--- src/rtl/icache_refill_ctrl_if.sv ---
// rtl/icache_refill_ctrl_if.sv - miss request, memory bus and data RAM signals of the icache refill controller
interface icache_refill_ctrl_if #(
    parameter int LINE_WORDS = 8,
    parameter int INDEX_W    = 7
);
    localparam int ADDR_W = INDEX_W + $clog2(LINE_WORDS);

    logic              miss_req;
    logic [31:0]       miss_addr;
    logic              miss_ack;
    logic              rd_req;
    logic [31:0]       rd_addr;
    logic              rd_rdy;
    logic              ret_valid;
    logic              ret_last;
    logic [31:0]       ret_data;
    logic              ram_en;
    logic [3:0]        ram_wen;
    logic [ADDR_W-1:0] ram_addr;
    logic [31:0]       ram_wdata;
    logic              crit_valid;
    logic [31:0]       crit_data;
    logic              err;

    modport master (
        input  miss_req, miss_addr, rd_rdy, ret_valid, ret_last, ret_data,
        output miss_ack, rd_req, rd_addr, ram_en, ram_wen, ram_addr, ram_wdata,
               crit_valid, crit_data, err
    );

    modport slave (
        output miss_req, miss_addr, rd_rdy, ret_valid, ret_last, ret_data,
        input  miss_ack, rd_req, rd_addr, ram_en, ram_wen, ram_addr, ram_wdata,
               crit_valid, crit_data, err
    );
endinterface

--- src/rtl/icache_refill_ctrl.sv ---
// rtl/icache_refill_ctrl.sv - icache line refill sequencer; ICACHE_CRITICAL_WORD_FIRST_EN selects wrapping critical-word-first bursts
module icache_refill_ctrl #(
    parameter int LINE_WORDS = 8,
    parameter int INDEX_W    = 7
) (
    input  logic                 clk,
    input  logic                 resetn,
    icache_refill_ctrl_if.master bus
);
    localparam int          OFF_W     = $clog2(LINE_WORDS);
    localparam logic [31:0] LINE_MASK = ~(32'(LINE_WORDS * 4) - 32'd1);

    typedef enum logic [1:0] {
        IDLE,
        REQ,
        RECV,
        DONE
    } state_t;

    state_t             state_q;
    state_t             state_d;
    logic [INDEX_W-1:0] index_q;
    logic [OFF_W-1:0]   offset_q;
    logic [OFF_W-1:0]   count_q;
    logic [OFF_W-1:0]   ptr_q;
    logic [31:0]        rd_addr_q;
    logic               err_q;

    logic accept;
    logic beat;
    logic last_beat;

    assign accept    = (state_q == IDLE) && bus.miss_req;
    assign beat      = (state_q == RECV) && bus.ret_valid;
    assign last_beat = beat && (count_q == OFF_W'(LINE_WORDS - 1));

    assign bus.rd_addr = rd_addr_q;
    assign bus.err     = err_q;

    always_ff @(posedge clk or negedge resetn) begin
        if (!resetn) begin
            state_q <= IDLE;
        end else begin
            state_q <= state_d;
        end
    end

    // RAM-side outputs are driven straight from the incoming beat so the
    // write lands in the same cycle; no backpressure exists toward the bus.
    always_comb begin
        state_d        = state_q;
        bus.rd_req     = 1'b0;
        bus.miss_ack   = 1'b0;
        bus.ram_en     = 1'b0;
        bus.ram_wen    = 4'h0;
        bus.ram_addr   = '0;
        bus.ram_wdata  = 32'h0;
        bus.crit_valid = 1'b0;
        bus.crit_data  = 32'h0;
        case (state_q)
            IDLE: begin
                if (bus.miss_req) begin
                    state_d = REQ;
                end
            end
            REQ: begin
                bus.rd_req = 1'b1;
                if (bus.rd_rdy) begin
                    state_d = RECV;
                end
            end
            RECV: begin
                if (beat) begin
                    bus.ram_en    = 1'b1;
                    bus.ram_wen   = 4'hF;
                    bus.ram_addr  = {index_q, ptr_q};
                    bus.ram_wdata = bus.ret_data;
                    if (ptr_q == offset_q) begin
                        bus.crit_valid = 1'b1;
                        bus.crit_data  = bus.ret_data;
                    end
                end
                if (last_beat) begin
                    state_d = DONE;
                end
            end
            DONE: begin
                bus.miss_ack = 1'b1;
                state_d      = IDLE;
            end
            default: begin
                state_d = IDLE;
            end
        endcase
    end

    always_ff @(posedge clk or negedge resetn) begin
        if (!resetn) begin
            index_q   <= '0;
            offset_q  <= '0;
            count_q   <= '0;
            ptr_q     <= '0;
            rd_addr_q <= 32'h0;
            err_q     <= 1'b0;
        end else begin
            if (accept) begin
                index_q  <= bus.miss_addr[2+OFF_W +: INDEX_W];
                offset_q <= bus.miss_addr[2 +: OFF_W];
                count_q  <= '0;
`ifdef ICACHE_CRITICAL_WORD_FIRST_EN
                ptr_q     <= bus.miss_addr[2 +: OFF_W];
                rd_addr_q <= bus.miss_addr & ~32'h3;
`else
                ptr_q     <= '0;
                rd_addr_q <= bus.miss_addr & LINE_MASK;
`endif
            end
            // Completion is decided by the beat count alone; ret_last only
            // feeds the sticky consistency flag.
            if (beat) begin
                count_q <= count_q + 1'b1;
                ptr_q   <= ptr_q + 1'b1;
                if (bus.ret_last != last_beat) begin
                    err_q <= 1'b1;
                end
            end
        end
    end
endmodule

--- src/flat_wrapper.sv ---
// flat-port wrapper written by rule: the top's interface ports become plain ports
module icache_refill_ctrl_flat 
#(
    parameter int LINE_WORDS = 8,
    parameter int INDEX_W    = 7
)
  (clk, resetn, bus_miss_req, bus_miss_addr, bus_rd_rdy, bus_ret_valid, bus_ret_last, bus_ret_data, bus_miss_ack, bus_rd_req, bus_rd_addr, bus_ram_en, bus_ram_wen, bus_ram_addr, bus_ram_wdata, bus_crit_valid, bus_crit_data, bus_err);
  icache_refill_ctrl_if #(.LINE_WORDS(LINE_WORDS), .INDEX_W(INDEX_W)) bus_i ();
  input  logic clk;
  input  logic resetn;
  input wire logic [$bits(bus_i.miss_req)-1:0] bus_miss_req;
  input wire logic [$bits(bus_i.miss_addr)-1:0] bus_miss_addr;
  input wire logic [$bits(bus_i.rd_rdy)-1:0] bus_rd_rdy;
  input wire logic [$bits(bus_i.ret_valid)-1:0] bus_ret_valid;
  input wire logic [$bits(bus_i.ret_last)-1:0] bus_ret_last;
  input wire logic [$bits(bus_i.ret_data)-1:0] bus_ret_data;
  output wire logic [$bits(bus_i.miss_ack)-1:0] bus_miss_ack;
  output wire logic [$bits(bus_i.rd_req)-1:0] bus_rd_req;
  output wire logic [$bits(bus_i.rd_addr)-1:0] bus_rd_addr;
  output wire logic [$bits(bus_i.ram_en)-1:0] bus_ram_en;
  output wire logic [$bits(bus_i.ram_wen)-1:0] bus_ram_wen;
  output wire logic [$bits(bus_i.ram_addr)-1:0] bus_ram_addr;
  output wire logic [$bits(bus_i.ram_wdata)-1:0] bus_ram_wdata;
  output wire logic [$bits(bus_i.crit_valid)-1:0] bus_crit_valid;
  output wire logic [$bits(bus_i.crit_data)-1:0] bus_crit_data;
  output wire logic [$bits(bus_i.err)-1:0] bus_err;
  assign bus_i.miss_req = bus_miss_req;
  assign bus_i.miss_addr = bus_miss_addr;
  assign bus_i.rd_rdy = bus_rd_rdy;
  assign bus_i.ret_valid = bus_ret_valid;
  assign bus_i.ret_last = bus_ret_last;
  assign bus_i.ret_data = bus_ret_data;
  assign bus_miss_ack = bus_i.miss_ack;
  assign bus_rd_req = bus_i.rd_req;
  assign bus_rd_addr = bus_i.rd_addr;
  assign bus_ram_en = bus_i.ram_en;
  assign bus_ram_wen = bus_i.ram_wen;
  assign bus_ram_addr = bus_i.ram_addr;
  assign bus_ram_wdata = bus_i.ram_wdata;
  assign bus_crit_valid = bus_i.crit_valid;
  assign bus_crit_data = bus_i.crit_data;
  assign bus_err = bus_i.err;
  icache_refill_ctrl #(.LINE_WORDS(LINE_WORDS), .INDEX_W(INDEX_W)) u_core (.clk(clk), .resetn(resetn), .bus(bus_i));
endmodule
--- config.mk ---
export PLATFORM = sky130hd
export DESIGN_NAME = icache_refill_ctrl_flat
export DESIGN_NICKNAME = d
export VERILOG_FILES = /design/src/rtl/icache_refill_ctrl_if.sv /design/src/rtl/icache_refill_ctrl.sv /design/src/flat_wrapper.sv
export SDC_FILE = /design/constraint.sdc
export NUM_CORES = 1
export LEC_CHECK = 0
export ABC_AREA = 1
export BUFFER_PORTS_ARGS = -buffer_cell sky130_fd_sc_hd__buf_4
export CORE_UTILIZATION = 42
export CTS_CLUSTER_DIAMETER = 80
export CTS_CLUSTER_SIZE = 16
export DETAILED_ROUTE_END_ITERATION = 12
export PLACE_DENSITY_LB_ADDON = 0.1
export SYNTH_ARGS = -nofsm -noshare
export SYNTH_HDL_FRONTEND = slang
export SYNTH_SLANG_ARGS = --single-unit
--- constraint.sdc ---
create_clock -name clk -period 2.3 [get_ports clk]
set_input_delay 0.115 -clock clk [delete_from_list [all_inputs] [get_ports clk]]
set_output_delay 0.115 -clock clk [all_outputs]
set_load 0.02 [all_outputs]
==> impl_metrics.py <==
metrics = {
    "setup_path": {
        "slowest_stage": "buf_4",
        "r2r-start": "u_core.state_q[0]",
        "rrSetupSlack_ns": 0.67,
        "path_class": "reg -> out",
        "crit_buf_inv": 4,
        "endpoint_kind": "output port",
        "reg2reg_to": "u_core.ptr_q[0]",
        "required_ns": 2.18,
        "cp_cell_sequence": "inv_1, ha_1, nand2_1, nor2_1, nand2_2, buf_4, inv_1, buf_4",
        "critical-path-max-stage-delay_ns": 0.42,
        "worstPathArrival_ns": 1.95,
        "rr_worst_depth": 6,
        "cp_top_family": "buffers and inverters",
        "cp_max_fo": 33,
        "crit_path_start_kind": "flop",
    },
    "clock_network": {
        "clock_latency_ns": 0.29,
        "cts_tree": "built",
        "cts-root-buf": "clkbuf_8",
        "clk_pin_slew_ns": 0.08,
        "h-tree-depth": 2,
        "clk_path_buf_depth": 2,
        "cts_sinks": 39,
        "cts_buffers": 5,
        "post_cts_resized": 0,
    },
    "placement": {
        "place.gp.congestion": 0.790,
        "place_ws_ns": 0.549,
        "numPortBuffers": 177,
        "hpwl_um": 5060,
    },
    "detailed_routing": {
        "drtIter0Drc": 37,
        "vias_per_cell": 4.42,
        "vias": 2487,
        "ant_nets": 0,
        "drtPass1Iterations": 4,
        "drc": 0,
        "routedWlPerCell_um": 11.8,
        "totalWireLength_um": 6660,
    },
    "yosys": {
        "synth_mux_area_share_pct": 0,
        "yosys.area_share.simple_pct": 33.6,
        "syn_avg_cell_area_um2": 7.13,
        "synthAdderAreaFrac_pct": 3.81,
        "synth_top_family_by_area": "simple AND/OR/NAND/NOR gates",
        "ys_seq_area_share_pct": 42.5,
        "synth-xor-area-share_pct": 0,
        "synth_cell_types": 16,
        "synth_cells": 322,
        "synth_seq_cells": 39,
        "syn_area_um2": 2300,
        "yosys_warnings": 0,
        "synth_compound_area_share_pct": 4.36,
    },
    "global_routing": {
        "grt_max_degree": 40,
        "grt_use_met2_pct": 41.5,
        "grt-busiest-layer": "met2",
        "grt_pass1_vias": 2284,
        "grt-ovfl-total": 0,
        "grtUsageMet1_pct": 28.8,
        "track_usage_pct": 23.9,
        "grt_first_pass_wirelength_um": 11200,
        "antenna_found_initial": 0,
        "grtUsageMet3_pct": 5.66,
    },
    "floorplanning": {
        "core-area_um2": 5170,
        "die_x_um": 76.0,
        "io_pins": 185,
        "die-area_um2": 5770,
        "die_h_um": 76.0,
        "rows": 26,
        "start_util_pct": 44.4,
    },
    "sta": {
        "skew_ns": 0.00325,
        "hold_viol": 0,
        "postLayoutSetupSlackWorst_ns": 0.236,
        "max_freq_mhz": 484,
        "max-slew-margin-rel_pct": 63.8,
        "worst_pin_slew_ns": 0.542,
        "rsz0062_at_grt": "false",
        "maxSlewViolCount": 0,
        "finalSetupTns_ns": 0,
        "setup_viol": 0,
        "period_share_pct": 89.7,
        "fin_crit_ns": 2.06,
    },
    "min_path": {
        "hold-path-cell-count": 3,
        "hp-class": "in -> reg",
        "hold_end": "u_core.bus.rd_addr[19]",
        "min_from": "bus_miss_addr[19]",
    },
    "layout": {
        "antennaDiodeCount": 0,
        "syn_to_final_growth_pct": 63.7,
        "fin_nets": 569,
        "utilization_pct": 72.7,
        "drive_above_1_share_pct": 45.2,
    },
    "pwr": {
        "power_density_nw_per_um2": 1070,
        "irDropWorstVdd_uv": 865,
        "finalPower_w": 0.00402,
        "power.leakage_nw": 2.29,
    },
    "flow_run": {
        "max_cap_viol_count": 0,
    },
    "status": {
        "status": "completed",
    },
}
stage by stage:
step | area, um2 | std cells | hold slack [ns]
after floorplan | 2310 | 326 | -0.181
after global placement | 3610 | 554 | 0.114
after detailed placement | 3610 | 554 | 0.116
after CTS | 3760 | 563 | 0.0366
after global routing | 3760 | 563 | 0.0509
final | 3760 | 563 | 0.0436
cells in the mapped netlist:
master	n	area, um2
a21oi_1	14	70.1
buf_2	8	40.0
buf_4	9	67.6
buf_6	3	33.8
clkbuf_1	5	18.8
conb_1	1	3.75
dfrtp_1	39	976
ha_1	7	87.6
inv_1	52	195
inv_2	1	3.75
nand2_1	65	244
nand2_2	1	6.26
nand3_1	23	115
nor2_1	58	218
nor2_2	30	188
o21ai_0	6	30.0
cell type report:
cell class / count / area, um2
fillers: 427 / 1410
repair buffers: 184 / 1380
multi-input cells: 209 / 977
flip-flops and latches: 39 / 976
inverters: 53 / 199
well taps: 70 / 87.6
clock buffers: 5 / 68.8
clock inverters: 3 / 67.6
state kept, by name, indices dropped and copies added (netlist names):
register,flops
u_core.bus.err,1
u_core.bus.rd_addr,21
u_core.count_q,3
u_core.index_q,6
u_core.offset_q,3
u_core.ptr_q,3
u_core.state_q,2
cells in the final DEF, fill, tap and decap left out:
cell type | synthesis | final
buf_4 | 9 | 183
nand2_1 | 65 | 65
nor2_1 | 58 | 58
inv_1 | 52 | 52
dfrtp_1 | 39 | 39
nor2_2 | 30 | 30
nand3_1 | 23 | 23
a21oi_1 | 14 | 14
ha_1 | 7 | 7
o21ai_0 | 6 | 6
conb_1 | 1 | 5
clkbuf_8 | 0 | 5
bufinv_16 | 0 | 2
inv_2 | 1 | 1
nand2_2 | 1 | 1
clkinvlp_4 | 0 | 1
dlygate4sd3_1 | 0 | 1
metal layers:
| metal | routed length (um) | up-vias |
|---|---|---|
| met1 | 2730 | 1104 |
| met2 | 3260 | 99 |
| met3 | 503 | 14 |
| met5 | 0 | - |
| li1 | - | 1270 |
| met4 | 157 | 0 |
timing repair:
action,CTS,global route
setup endpoints to repair,0,0
buffers inserted,0,0
hold buffers,1,0
hold endpoints to repair,39,0
where the power goes:
group | total [W] | leakage, nW | switching (W) | internal, W
logic | 0.00215 | 1.76 | 0.00129 | 0.000856
registers | 0.00119 | 0.468 | 0.000193 | 0.000999
clock network | 0.000684 | 0.0644 | 0.000251 | 0.000433
total | 0.00402 | 2.29 | 0.00173 | 0.00229
tightest hold or removal path: cells and delay by family:
family        cells  cell delay [ns]
simple gates      2             0.12
buf+inv           1             0.07
worst max path at each step:
stage,from,end,slack [ns],cells after the start
CTS,u_core.state_q[0],bus_crit_valid,0.21,8
global route,u_core.state_q[0],bus_crit_data[1],0.03,8
finish,u_core.state_q[0],bus_crit_valid,0.24,8
global placement,u_core.state_q[0],bus_crit_valid,0.59,8
floorplan,u_core.state_q[0],bus_ram_wdata[10],0.82,6
detailed placement,u_core.state_q[0],bus_crit_valid,0.55,8
kinds of logic after synthesis:
group | count (synthesis)
compound gates | 20
flops | 39
simple gates | 177
buf+inv | 78
other cells | 1
fa+ha+maj | 7
(Power assumes the default switching activity.)
